**config.mk**
```make
export PLATFORM = sky130hd
export DESIGN_NAME = logic_unit_pipe
export DESIGN_NICKNAME = d
export VERILOG_FILES = /design/src/rtl/logic_unit_pipe.sv
export SDC_FILE = /design/constraint.sdc
export NUM_CORES = 1
export LEC_CHECK = 0
export ABC_AREA = 1
export BUFFER_PORTS_ARGS = -buffer_cell sky130_fd_sc_hd__clkbuf_2
export CORE_MARGIN = 2
export CORE_UTILIZATION = 41
export CTS_BUF_LIST = sky130_fd_sc_hd__clkbuf_8
export CTS_CLUSTER_SIZE = 10
export DETAILED_ROUTE_END_ITERATION = 10
export PLACE_DENSITY = 0.7
export SLEW_MARGIN = 20
export SYNTH_ARGS = -nofsm -noshare
export SYNTH_HDL_FRONTEND = slang
export SYNTH_SLANG_ARGS = --single-unit
export TNS_END_PERCENT = 30
```
**constraint.sdc**
```tcl
create_clock -name clk -period 1.8 [get_ports clk]
set_input_delay 0.09 -clock clk [delete_from_list [all_inputs] [get_ports clk]]
set_output_delay 0.09 -clock clk [all_outputs]
set_load 0.1 [all_outputs]
```
**src/rtl/logic_unit_pipe.sv**
```systemverilog
// Two-stage valid/ready pipeline applying one of eight bitwise gate ops to two operands.
// Define LOGIC_UNIT_PIPE_REDUCE_EN to register {xor,or,and}-reductions of the result on out_red.
module logic_unit_pipe #(
   parameter int unsigned WIDTH = 8,
   parameter int unsigned CNT_W = 16
) (
   input  logic             clk,
   input  logic             rst,
   input  logic             in_valid,
   output logic             in_ready,
   input  logic [WIDTH-1:0] in_a,
   input  logic [WIDTH-1:0] in_b,
   input  logic [2:0]       in_op,
   output logic             out_valid,
   input  logic             out_ready,
   output logic [WIDTH-1:0] out_res,
   output logic [2:0]       out_red,
   output logic [CNT_W-1:0] op_count
);

   logic [WIDTH-1:0] a_q, b_q;
   logic [2:0]       op_q;
   logic             va_q;
   logic [WIDTH-1:0] res_q, res_d;
   logic             vb_q;
   logic [CNT_W-1:0] cnt_q;

   logic rdy_b, in_xfer, out_xfer, adv_a;

   assign rdy_b    = !vb_q || out_ready;
   assign in_ready = !va_q || rdy_b;
   assign in_xfer  = in_valid && in_ready;
   assign out_xfer = vb_q && out_ready;
   assign adv_a    = va_q && rdy_b;

   always_comb begin
      res_d = '0;
      case (op_q)
         3'd0: res_d = a_q & b_q;
         3'd1: res_d = a_q | b_q;
         3'd2: res_d = ~(a_q & b_q);
         3'd3: res_d = ~(a_q | b_q);
         3'd4: res_d = a_q ^ b_q;
         3'd5: res_d = ~(a_q ^ b_q);
         3'd6: res_d = ~a_q;
         3'd7: res_d = ~b_q;
         default: res_d = '0;
      endcase
   end

   // Stage A
   always_ff @(posedge clk) begin
      if (rst) begin
         a_q  <= '0;
         b_q  <= '0;
         op_q <= '0;
         va_q <= 1'b0;
      end else begin
         if (in_xfer) begin
            a_q  <= in_a;
            b_q  <= in_b;
            op_q <= in_op;
            va_q <= 1'b1;
         end else if (adv_a) begin
            va_q <= 1'b0;
         end
      end
   end

   // Stage B and transfer counter
   always_ff @(posedge clk) begin
      if (rst) begin
         res_q <= '0;
         vb_q  <= 1'b0;
         cnt_q <= '0;
      end else begin
         if (adv_a) begin
            res_q <= res_d;
            vb_q  <= 1'b1;
         end else if (out_xfer) begin
            vb_q <= 1'b0;
         end
         if (out_xfer) begin
            cnt_q <= cnt_q + CNT_W'(1);
         end
      end
   end

`ifdef LOGIC_UNIT_PIPE_REDUCE_EN
   logic [2:0] red_q;

   always_ff @(posedge clk) begin
      if (rst) begin
         red_q <= 3'b000;
      end else if (adv_a) begin
         red_q <= {^res_d, |res_d, &res_d};
      end
   end

   assign out_red = red_q;
`else
   assign out_red = 3'b000;
`endif

   assign out_valid = vb_q;
   assign out_res   = res_q;
   assign op_count  = cnt_q;

endmodule
```
[Yosys cells after proc, flatten, opt, wreduce, memory -nomap -nowiden]
Cells that the tools add are included.
Widths: inputs -> output; s select.
Cells by class
  mux-type cells: 5
  bitwise gates (word level): 8
  reductions and logical operators: 10
  equality and inequality tests: 7
  $add $sub $neg: 1
Operator list (count)
  $pmux 8 s8: 1
  $not 8->8: 5
  $add 16x1->16 const B: 1
  $eq 3x3->1 const B: 4
  $and 8x8->8: 1
  $or 8x8->8: 1
  $xor 8x8->8: 1
  $eq 3x2->1 const B: 2
  $mux 1: 4
  $reduce_bool 2->1: 2
  $eq 3x1->1 const B: 1
  $logic_and 1x1->1: 3
  $logic_not 3->1: 1
  $logic_not 1->1: 2
  $logic_or 1x1->1: 2
Word-level totals
  word-level logic and storage cells: 38
  output and inout port bits: 29
  input port bits: 23
  flip-flop bits (word level): 45

[Longest topological paths before layout]
Gate-level depths: netlist (run 1).
  depth after elaboration: 5
  mapped depth: 10
  gate-level depth less buffers: 9

[Worst setup path after synthesis (run 1)]
Ideal clock, no wire load.
  path kind: reg2reg
  start point: reg vb_q (netlist: out_valid)
  end point: reg op_q[2]
  path slack: -1.191 ns
  period minus slack after synthesis: 2.991 ns
  library setup time: 0.121 ns
  path buffers: 2
  cell stages (with the launch flop): 6
  arrival: 2.870 ns
  required time: 1.679 ns
  cell sequence: dfxtp_1 nand3_1 nand2_1 buf_2 buf_2 a21oi_1
Between the ends
  word-level cells in the longest chain between the ends: 4
Ends and longest elaborated chain
  start: declaration: RTL line 25  | logic vb_q;
  start signal: assignment: RTL line 74  | vb_q <= 1'b0;
  start signal: assignment: RTL line 79  | vb_q <= 1'b1;
  start signal: assignment: RTL line 81  | vb_q <= 1'b0;
  $logic_not 1->1: RTL line 30  | assign rdy_b = !vb_q || out_ready;
  $logic_or 1x1->1: RTL line 30
  $logic_or 1x1->1: RTL line 31  | assign in_ready = !va_q || rdy_b;
  via in_ready: RTL line 10  | output logic in_ready,
  $logic_and 1x1->1: RTL line 32  | assign in_xfer = in_valid && in_ready;
  end signal: assignment: RTL line 62  | op_q <= in_op;
  end: declaration: RTL line 22  | logic [2:0] op_q;
The timed path passes the listed nets, and every way through them passes these cells.
A chain may end at the register's enable or synchronous reset.

[Worst setup path in the final report (run 1)]
  start point: reg op_q[2]
  end point: reg res_q[0] (netlist: out_res[0])
Between the ends
  word-level cells in the longest chain between the ends: 2
  elaborated cells between the ends (all ways): 9
  those cells by class: eq/ne (7); mux (1); reduce/logical (1)
Ends and longest elaborated chain
  $eq 3x3->1, or another cell as far along: RTL line 38  | case (op_q)
  $pmux 8 s8 (*): RTL line 38
  end signal: assignment: RTL line 78  | res_q <= res_d;
  end: declaration: RTL line 24  | logic [WIDTH-1:0] res_q, res_d;
Mark *: on every way between the ends. The rest lies on a longest branch, timed or not.

==> results.json, run 1 <==
{
  "cts_buffers": 5,
  "nFillCells": 709,
  "final.setup.tns_ps": 0,
  "ir_drop_v": 0.000302,
  "vias": 2891,
  "grt_pass1_wl_mm": 12.1,
  "ys_warn_count": 0,
  "ys_seq_area_frac": 0.309,
  "drt_wl_total_mm": 6.93,
  "ios": 52,
  "slowest_stage": "clkinv_1",
  "ys_types": 31,
  "drive_above_1_share": 0.195,
  "coreArea_um2": 6830,
  "grt.overflow.total": 0,
  "die_area_um2": 7810,
  "start_kind": "flip-flop",
  "multi_input_area_um2": 1670,
  "final_common_cell": "nand2_1",
  "crit_path_max_incr_delay_ps": 410,
  "instances_no_fill": 569,
  "wire_per_inst_um": 12.2,
  "fmax_mhz": 669,
  "cts-root-buf": "clkbuf_8",
  "critical_path.top_delay_family": "simple AND/OR/NAND/NOR gates",
  "post_cts_buffers": 0,
  "cts_sinks": 45,
  "synth_largest_area_cell": "dfxtp_1",
  "cap_violations": 0,
  "viasPerCell": 5.08,
  "die-width_um": 88.4,
  "cts_tree": "built",
  "die_y_um": 88.4,
  "end_kind": "flip-flop",
  "dp_cells": 561,
  "p_leak_nw": 1.60,
  "synthToLayoutAreaGrowth_pct": 14.9,
  "clk_path_buf_depth": 2,
  "ant_nets": 0,
  "drt-initial-drc-count": 103,
  "finClkSkew_ps": 14.2,
  "ff_latch_area_um2": 915,
  "hpwlAfterDp_mm": 5.04,
  "crit_top_cell": "nand2_1",
  "cts.htree.levels": 2,
  "antenna-diode-count": 0,
  "avgSynthCellArea_um2": 6.77,
  "tightest_slew_ps": 560,
  "synth_top_area_share": 0.309,
  "required_ps": 1990,
  "power_w": 0.00245,
  "path_clk_slew_ps": 90,
  "drt-pass1-iter-count": 5,
  "r2r_setup_slack_ps": 300,
  "synthCells": 431,
  "power_density_nw_per_um2": 732,
  "hold_violations": 0,
  "setup_viol": 0,
  "arrival_ps": 1680,
  "track_usage": 0.192,
  "clk_latency_ps": 310,
  "start_util": 0.427,
  "fin_nets": 512,
  "hp-class": "in -> reg",
  "fin_util": 0.491,
  "mostFrequentLayoutCells": "nand2_1 (94), inv_1 (54), clkbuf_2 (48), nor2_1 (38)",
  "drc": 0,
  "synth_area_um2": 2920,
  "core.rowCount": 30,
  "gp_congestion": 0.842,
  "path_max_fanout": 17,
  "slew_headroom": 0.628,
  "synth_area_leaders": "dfxtp_1 (31%), nand2_1 (12%), nand4_1 (7.5%)",
  "antenna_found_initial": 0,
  "crit_path_cell_trace": "clkinv_1 -> nand3b_1 -> nand2_1 -> nor2_1 -> nand2_1 -> nand2_1 -> a21oi_2",
  "status": "completed",
  "min_period_ps": 1500,
  "grt_pass1_vias": 2670,
  "grt_max_degree": 40,
  "rsz0062_at_grt": "no",
  "finalCritPeriodShare": 0.831,
  "synth-seq-cells": 45,
  "port_buffers": 48,
  "worst-path-buf-inv": 1,
  "critPathKind": "reg -> reg",
  "drv_slew": 0
}
==> sequential cells by signal (all words and copies together), names as in the netlist <==
name,cells
va_q,1
a_q,8
op_q,3
b_q,8
out_res,8
out_valid,1
op_count,16
==> where the power goes <==
part	leakage [nW]	internal (W)	total, W	switching (W)
clock	0.0543	0.000416	0.000793	0.000377
sequential	0.373	0.00104	0.00108	0.0000380
combinational	1.17	0.000163	0.000581	0.000417
total	1.60	0.00162	0.00245	0.000832
==> stage by stage <==
step           hold slack [ps]  setup WS, ps  cell area, µm²
2_1_floorplan              281         -66.4            2950
3_3_place_gp               374           179            3230
3_5_place_dp               373           167            3230
4_1_cts                   50.2           149            3350
5_1_grt                   71.6           101            3350
6_report                  62.3           304            3350
==> worst paths after layout <==
path / cells past startpoint / start / endpoint
max: 7 / op_q[2] / out_res[0]
max reg2reg: 7 / op_q[2] / out_res[0]
min: 3 / in_b[2] / b_q[2]
min reg2reg: 2 / out_res[5] / out_res[5]
==> cells in the mapped netlist (all sizes together) <==
master and n:
nand2 96, inv 56, dfxtp 45, nor2 43
a21oi 40, nand4 36, o21ai 32, buf 20
ha 17, nand3b 16, nand3 15, clkbuf 6
nor3 4, a31oi 1, clkinv 1, conb 1
nor3b 1, o21a 1
==> tightest hold or removal path: stages <==
cell and delay [ps]:
clkbuf_2 70, o21ai_0 70, a21oi_1 100
==> layout make-up <==
class | count | share of cell area
inverter | 57 | 0.0646
clock buffer | 5 | 0.0205
clock inverter | 3 | 0.0138
sequential | 45 | 0.273
timing repair buffer | 58 | 0.0940
multi-input combinational | 305 | 0.499
tap | 96 | 0.0358
==> per-layer routing <==
layer / GRT usage / share of wire / vias to the layer above
met5: 0 / 0 / -
met4: 0.0620 / 0.0079 / 0
met3: 0.0336 / 0.053 / 7
met2: 0.303 / 0.45 / 93
met1: 0.266 / 0.48 / 1300
li1: - / - / 1491
==> what timing repair did <==
item / in CTS / in global routing
setup endpoints to repair: 0 / 8
hold buffers: 0 / 0
gates resized for setup: 0 / 1
==> cell families after synthesis <==
kind of cell / share of synthesized area
simple gates: 0.358
flops: 0.309
compound gates: 0.132
other cells: 0.00128
buf+inv: 0.127
fa+ha+maj: 0.0729
Note: power is estimated with default switching activity, not from simulation.
==> inputs of run 2 (changes only) <==
--- a/config.mk
+++ b/config.mk
@@ -5,14 +5,14 @@
 export SDC_FILE = /design/constraint.sdc
 export NUM_CORES = 1
 export LEC_CHECK = 0
-export ABC_AREA = 1
+export ABC_AREA = 0
 export BUFFER_PORTS_ARGS = -buffer_cell sky130_fd_sc_hd__clkbuf_2
 export CORE_MARGIN = 2
 export CORE_UTILIZATION = 41
 export CTS_BUF_LIST = sky130_fd_sc_hd__clkbuf_8
 export CTS_CLUSTER_SIZE = 10
 export DETAILED_ROUTE_END_ITERATION = 10
-export PLACE_DENSITY = 0.7
+export PLACE_DENSITY = 0.73
 export SLEW_MARGIN = 20
 export SYNTH_ARGS = -nofsm -noshare
 export SYNTH_HDL_FRONTEND = slang
==> constraint.sdc (replaced) <==
create_clock -name clk -period 1.3 [get_ports clk]
set_input_delay 0.065 -clock clk [delete_from_list [all_inputs] [get_ports clk]]
set_output_delay 0.065 -clock clk [all_outputs]
set_load 0.1 [all_outputs]
==> run 2 against run 1 <==
  * Register-to-register slack worse by 450 ps
  * The run now ends with negative setup slack left
  * Non-clock buffer count rose by 80
  * Critical path depth down 1
==> results.json, run 2 <==
{
  "drt-pass1-iter-count": 4,
  "cts.htree.levels": 2,
  "synth_ff_type": "dfxtp_1",
  "ys_warn_count": 0,
  "synth_area_um2": 2550,
  "fin_ws_ps": -143,
  "wire_per_inst_um": 14.2,
  "gp_congestion": 0.792,
  "synth_area_leaders": "dfxtp_1 (35%), nand2_1 (9.0%), ha_1 (8.3%)",
  "critPathKind": "reg -> reg",
  "slowest_stage": "or4bb_1",
  "ys_seq_area_frac": 0.353,
  "tightest_slew_ps": 549,
  "die_area_um2": 6870,
  "min_period_ps": 1440,
  "cts_sinks": 45,
  "core.rowCount": 28,
  "arrival_ps": 1670,
  "dp_cells": 470,
  "crit_path_end": "out_res[6]",
  "coreArea_um2": 5960,
  "grt_max_degree": 26,
  "mostFrequentLayoutCells": "buf_4 (65), nand2_1 (60), clkbuf_2 (32), dfxtp_1 (24), dlygate4sd3_1 (18)",
  "drt-initial-drc-count": 93,
  "synth-seq-cells": 45,
  "synthToLayoutAreaGrowth_pct": 62.3,
  "start_kind": "flip-flop",
  "drive_above_1_share": 0.471,
  "hp-class": "in -> reg",
  "fmax_mhz": 693,
  "drc": 0,
  "hold_violations": 0,
  "critPathLaunch": "b_q[6]",
  "end_kind": "flip-flop",
  "cap_violations": 0,
  "ir_drop_v": 0.000627,
  "start_util": 0.429,
  "avgSynthCellArea_um2": 8.37,
  "hold_slack_ps": 31.4,
  "grt_pass1_vias": 2449,
  "port_buffers": 48,
  "synth_largest_area_cell": "dfxtp_1",
  "clk_latency_ps": 300,
  "yosys-top-cells-count": "nand2_1 (61), dfxtp_1 (45), a21oi_1 (24), inv_1 (21), xor2_1 (18)",
  "die_y_um": 82.9,
  "grt_pass1_wl_mm": 11.3,
  "synth_top_area_share": 0.353,
  "synth-edff-count": 0,
  "synthArstFlopShare": 0,
  "cts_tree": "built",
  "largest_register_ffs": 16,
  "drv_slew": 0,
  "multi_input_area_um2": 1760,
  "crit_path_max_incr_delay_ps": 470,
  "track_usage": 0.196,
  "power_density_nw_per_um2": 826,
  "antenna-diode-count": 0,
  "ys_types": 43,
  "ant_nets": 0,
  "r2r_cells": 6,
  "finClkSkew_ps": 4.40,
  "cts-root-buf": "clkbuf_8",
  "power_w": 0.00342,
  "drt_wl_total_mm": 7.26,
  "ios": 52,
  "r2r_end": "out_res[6]",
  "violations": "negative setup slack",
  "vias": 2561,
  "p_leak_nw": 1.89,
  "path_max_fanout": 2,
  "final_common_cell": "buf_4",
  "hpwlAfterDp_mm": 4.50,
  "antenna_found_initial": 0,
  "setup_viol": 12,
  "grt.overflow.total": 0,
  "nFillCells": 445,
  "fin_nets": 474,
  "die-width_um": 82.9,
  "clk_path_buf_depth": 2,
  "instances_no_fill": 510,
  "finalCritPeriodShare": 1.11,
  "path_clk_slew_ps": 90,
  "r2r_setup_slack_ps": -140,
  "crit_path_cell_trace": "inv_2 -> ha_4 -> nor2b_4 -> a211oi_1 -> or4bb_1 -> o211ai_1",
  "timing.rr.start": "b_q[6]",
  "synth_most_common_cell": "nand2_1",
  "slew_headroom": 0.635,
  "viasPerCell": 5.02,
  "ff_latch_area_um2": 937,
  "cts_buffers": 5,
  "status": "complete, but fails checks",
  "required_ps": 1530,
  "rsz0062_at_grt": "yes",
  "synthCells": 305
}
run 2: cell types whose count changed after synthesis, sizes merged, moves of 11 or more:
cell    before  now
nand3       15    4
nand4       36    5
inv         56   21
nand2       96   62
o21ai       32    3
nand3b      16    2
o22ai        0   14
nor2        43   16
xor2         0   18
a21oi       40   25
run 2: what timing repair did:
action / in CTS / in global routing
pin swaps: 14 / 36
endpoints found under the hold margin: 16 / 2
buffers inserted: 1 / 12
hold buffers: 16 / 2
gates resized for setup: 35 / 65
setup endpoints to repair: 31 / 39
gates cloned: 0 / 1
run 2: layout make-up:
cell class	count	area share
clock inverters	3	0.0103
inverters	21	0.0190
multi-input cells	223	0.424
repair buffers	138	0.281
flip-flops and latches	45	0.226
well taps	75	0.0227
clock buffers	5	0.0166
run 2: kinds of logic (layout without fill, tap and decap cells):
kind of cell,Yosys count,count (layout),share of synthesized area
muxes,16,16,0.0681
DFF,45,45,0.353
buffers and inverters,39,167,0.0706
and+or+nand+nor,109,109,0.214
xor gates and xnor gates,26,26,0.0892
adders and majority gates,17,17,0.0833
AOI/OAI and AO/OA,52,52,0.121
other,1,3,0.00147
run 2: how the worst min path moves through the flow:
stage | end | cells past startpoint | start | slack [ps]
floorplan | a_q[7] | 2 | in_a[7] | 200
detailed placement | b_q[3] | 3 | in_b[3] | 300
CTS | b_q[1] | 3 | in_b[1] | 5
global placement | a_q[0] | 3 | in_a[0] | 290
global route | b_q[1] | 3 | in_b[1] | 50
finish | b_q[1] | 3 | in_b[1] | 30
run 2: stage by stage:
stage | setup slack (ps) | util | area (µm²) | TNS [ps]
floorplan | -1030 | - | 2570 | -30730
global placement | -168 | 0.560 | 3330 | -515
detailed placement | -209 | 0.560 | 3330 | -1010
CTS | -150 | 0.629 | 3750 | -683
global route | -233 | 0.696 | 4140 | -1860
finish | -143 | 0.696 | 4140 | -645
run 2: report_power, final:
| part | internal [W] | total, W | switching (W) | leakage, nW |
|---|---|---|---|---|
| clock | 0.000570 | 0.00108 | 0.000506 | 0.0595 |
| sequential | 0.00143 | 0.00147 | 0.0000430 | 0.377 |
| combinational | 0.000384 | 0.000873 | 0.000490 | 1.46 |
| total | 0.00238 | 0.00342 | 0.00104 | 1.89 |
run 2: critical path, delay by kind of cell (launching register included):
kind                       cells  cell delay, ps
adders and majority gates      1             240
buffers and inverters          1              50
AOI/OAI and AO/OA              2             130
and+or+nand+nor                2             600
DFF                            1             350
run 2: metal layers:
layer  track usage  up-vias  wire [µm]
li1              -     1276          -
met1         0.244     1216       3090
met2         0.340       54       3730
met3        0.0408       15        299
met4        0.0551        0        142
met5             0        -          0
==> inputs of run 3 (changes only) <==
--- a/config.mk
+++ b/config.mk
@@ -12,6 +12,7 @@
 export CTS_BUF_LIST = sky130_fd_sc_hd__clkbuf_8
 export CTS_CLUSTER_SIZE = 10
 export DETAILED_ROUTE_END_ITERATION = 10
+export MAX_ROUTING_LAYER = met4
 export PLACE_DENSITY = 0.73
 export SLEW_MARGIN = 20
 export SYNTH_ARGS = -nofsm -noshare
==> run 3 against run 2 <==
  * The run ends with negative hold slack, negative setup slack left
  * Die area is the same
  * Critical endpoint unchanged
  * Sequential cell count is the same
  * Fmax grew 0.25%
  * Largest power group unchanged
  * Combinational power shrank 4.0%
  * Routed wire length shrank 4.3%
==> results.json, run 3 (synthesis gave the netlist of run 2 again) <==
{
  "status": "complete, but fails checks",
  "violations": "negative hold slack, negative setup slack",
  "critPathKind": "reg -> reg",
  "slowest_stage": "or4bb_1",
  "hold_violations": 1,
  "die-width_um": 82.9,
  "power_w": 0.00341,
  "drt-initial-drc-count": 69,
  "drive_above_1_share": 0.462,
  "mostFrequentLayoutCells": "buf_4 (63), nand2_1 (59), clkbuf_2 (32), dfxtp_1 (23), dfxtp_2 (19)",
  "dp_cells": 468,
  "core.rowCount": 28,
  "cts.htree.levels": 2,
  "gp_congestion": 0.850,
  "slew_headroom": 0.637,
  "crit_path_end": "out_res[6]",
  "hp-class": "in -> reg",
  "viasPerCell": 4.95,
  "start_kind": "flip-flop",
  "drt-pass1-iter-count": 4,
  "fin_ws_ps": -140,
  "path_clk_slew_ps": 80,
  "rsz0062_at_grt": "yes",
  "fin_nets": 468,
  "hold_slack_ps": -1.60,
  "switching_share": 0.292,
  "r2r_setup_slack_ps": -140,
  "die_area_um2": 6870,
  "start_util": 0.429,
  "synthToLayoutAreaGrowth_pct": 59.8,
  "r2r_cells": 6,
  "antenna_found_initial": 0,
  "vias": 2494,
  "cts_tree": "built",
  "dp_slack_ps": -245,
  "drc": 0,
  "path_max_fanout": 2,
  "clk_latency_ps": 300,
  "port_buffers": 48,
  "min_period_ps": 1440,
  "end_kind": "flip-flop",
  "cts-root-buf": "clkbuf_8",
  "grt.overflow.total": 0,
  "wire_per_inst_um": 13.8,
  "grt_pass1_vias": 2469,
  "cap_violations": 0,
  "ios": 52,
  "critical_path.top_delay_family": "simple AND/OR/NAND/NOR gates",
  "critPathLaunch": "a_q[6]",
  "r2r_end": "out_res[6]",
  "clkPwrFrac": 0.323,
  "final.setup.tns_ps": -379,
  "fmax_mhz": 695,
  "antenna-diode-count": 0,
  "instances_no_fill": 504,
  "coreArea_um2": 5960,
  "clk_path_buf_depth": 2,
  "drv_slew": 0,
  "drt_wl_total_mm": 6.94,
  "finalCritPeriodShare": 1.11,
  "power_frac_comb": 0.246,
  "largest_register_ffs": 16,
  "grt_pass1_wl_mm": 10.9,
  "switchingPower_w": 0.000998,
  "cts_sinks": 45,
  "tightest_slew_ps": 547,
  "intPower_w": 0.00242,
  "setup_viol": 8,
  "arrival_ps": 1660,
  "ir_drop_v": 0.000580,
  "hpwlAfterDp_mm": 4.61,
  "power_density_nw_per_um2": 837,
  "p_leak_nw": 1.88,
  "ant_nets": 0,
  "timing.rr.start": "a_q[6]",
  "crit_path_cell_trace": "inv_2 -> ha_4 -> nor2b_4 -> a211oi_2 -> or4bb_1 -> o211ai_1",
  "final_common_cell": "buf_4",
  "die_y_um": 82.9,
  "p_seq_frac": 0.432,
  "worst-path-buf-inv": 1,
  "track_usage": 0.194,
  "crit_path_max_incr_delay_ps": 470,
  "finClkSkew_ps": 6.95,
  "cp.depth": 6,
  "cts_buffers": 5,
  "required_ps": 1520,
  "grt_max_degree": 26
}
run 3: cell count changes in the layout (fill, tap and decap cells not counted), moves of 2 or more:
| cell | delta |
|---|---|
| a21oi_1 | +2 |
| a21oi_2 | -3 |
| buf_4 | -2 |
| buf_6 | -2 |
| dfxtp_2 | +2 |
| dlygate4sd3_1 | -2 |
| ha_1 | +2 |
| o31ai_1 | +2 |
| o31ai_2 | -2 |
run 3: timing repair:
item                                   CTS  global route
setup buffers                            3             7
cloned                                   0             2
pin swaps                               17            20
resized for setup                       42            50
hold buffers                            14             2
setup endpoints to repair               24            38
endpoints found under the hold margin   14             2
run 3: final cells by class:
class,count,area (µm²)
clock buffers,6,82.6
clock inverters,2,33.8
fillers,472,1880
inverters,21,78.8
multi-input cells,223,1750
flip-flops and latches,45,936
well taps,75,93.8
repair buffers,132,1100
run 3: how the worst min path moves through the flow:
| stage | from | to | slack (ps) | depth (start not counted) |
|---|---|---|---|---|
| floorplan | in_a[7] | a_q[7] | 200 | 2 |
| global placement | in_op[1] | op_q[1] | 290 | 3 |
| detailed placement | in_a[0] | a_q[0] | 290 | 3 |
| CTS | in_b[6] | b_q[6] | 2 | 3 |
| global route | in_b[6] | b_q[6] | -1 | 3 |
| finish | in_b[6] | b_q[6] | -2 | 3 |
run 3: per-layer routing:
layer | up-vias | part of all wire | track usage
met2 | 45 | 0.52 | 0.345
met5 | - | 0 | -
met4 | 0 | 0.0063 | 0.0358
li1 | 1263 | - | -
met1 | 1180 | 0.44 | 0.224
met3 | 6 | 0.036 | 0.0447
run 3: worst min-delay path, delay by kind of cell:
| family | cells | cell delay (ps) |
|---|---|---|
| AOI/OAI and AO/OA | 1 | 60 |
| buffers and inverters | 1 | 80 |
| and+or+nand+nor | 1 | 60 |
run 3: per-stage QoR:
stage / utilization / cell area [µm²]
global placement: 0.557 / 3320
floorplan: - / 2570
finish: 0.685 / 4080
detailed placement: 0.557 / 3320
global route: 0.685 / 4080
CTS: 0.630 / 3750
run 3: power by group through the flow:
stage | Sequential [W] | Clock, W | Combinational (W)
4_1_cts | 0.00147 | 0.00112 | 0.000762
6_report | 0.00147 | 0.00110 | 0.000838
3_3_place_gp | 0.00149 | 0 | 0.000675
2_1_floorplan | 0.00162 | 0 | 0.000367
5_1_grt | 0.00148 | 0.00119 | 0.000906
3_5_place_dp | 0.00150 | 0 | 0.000690
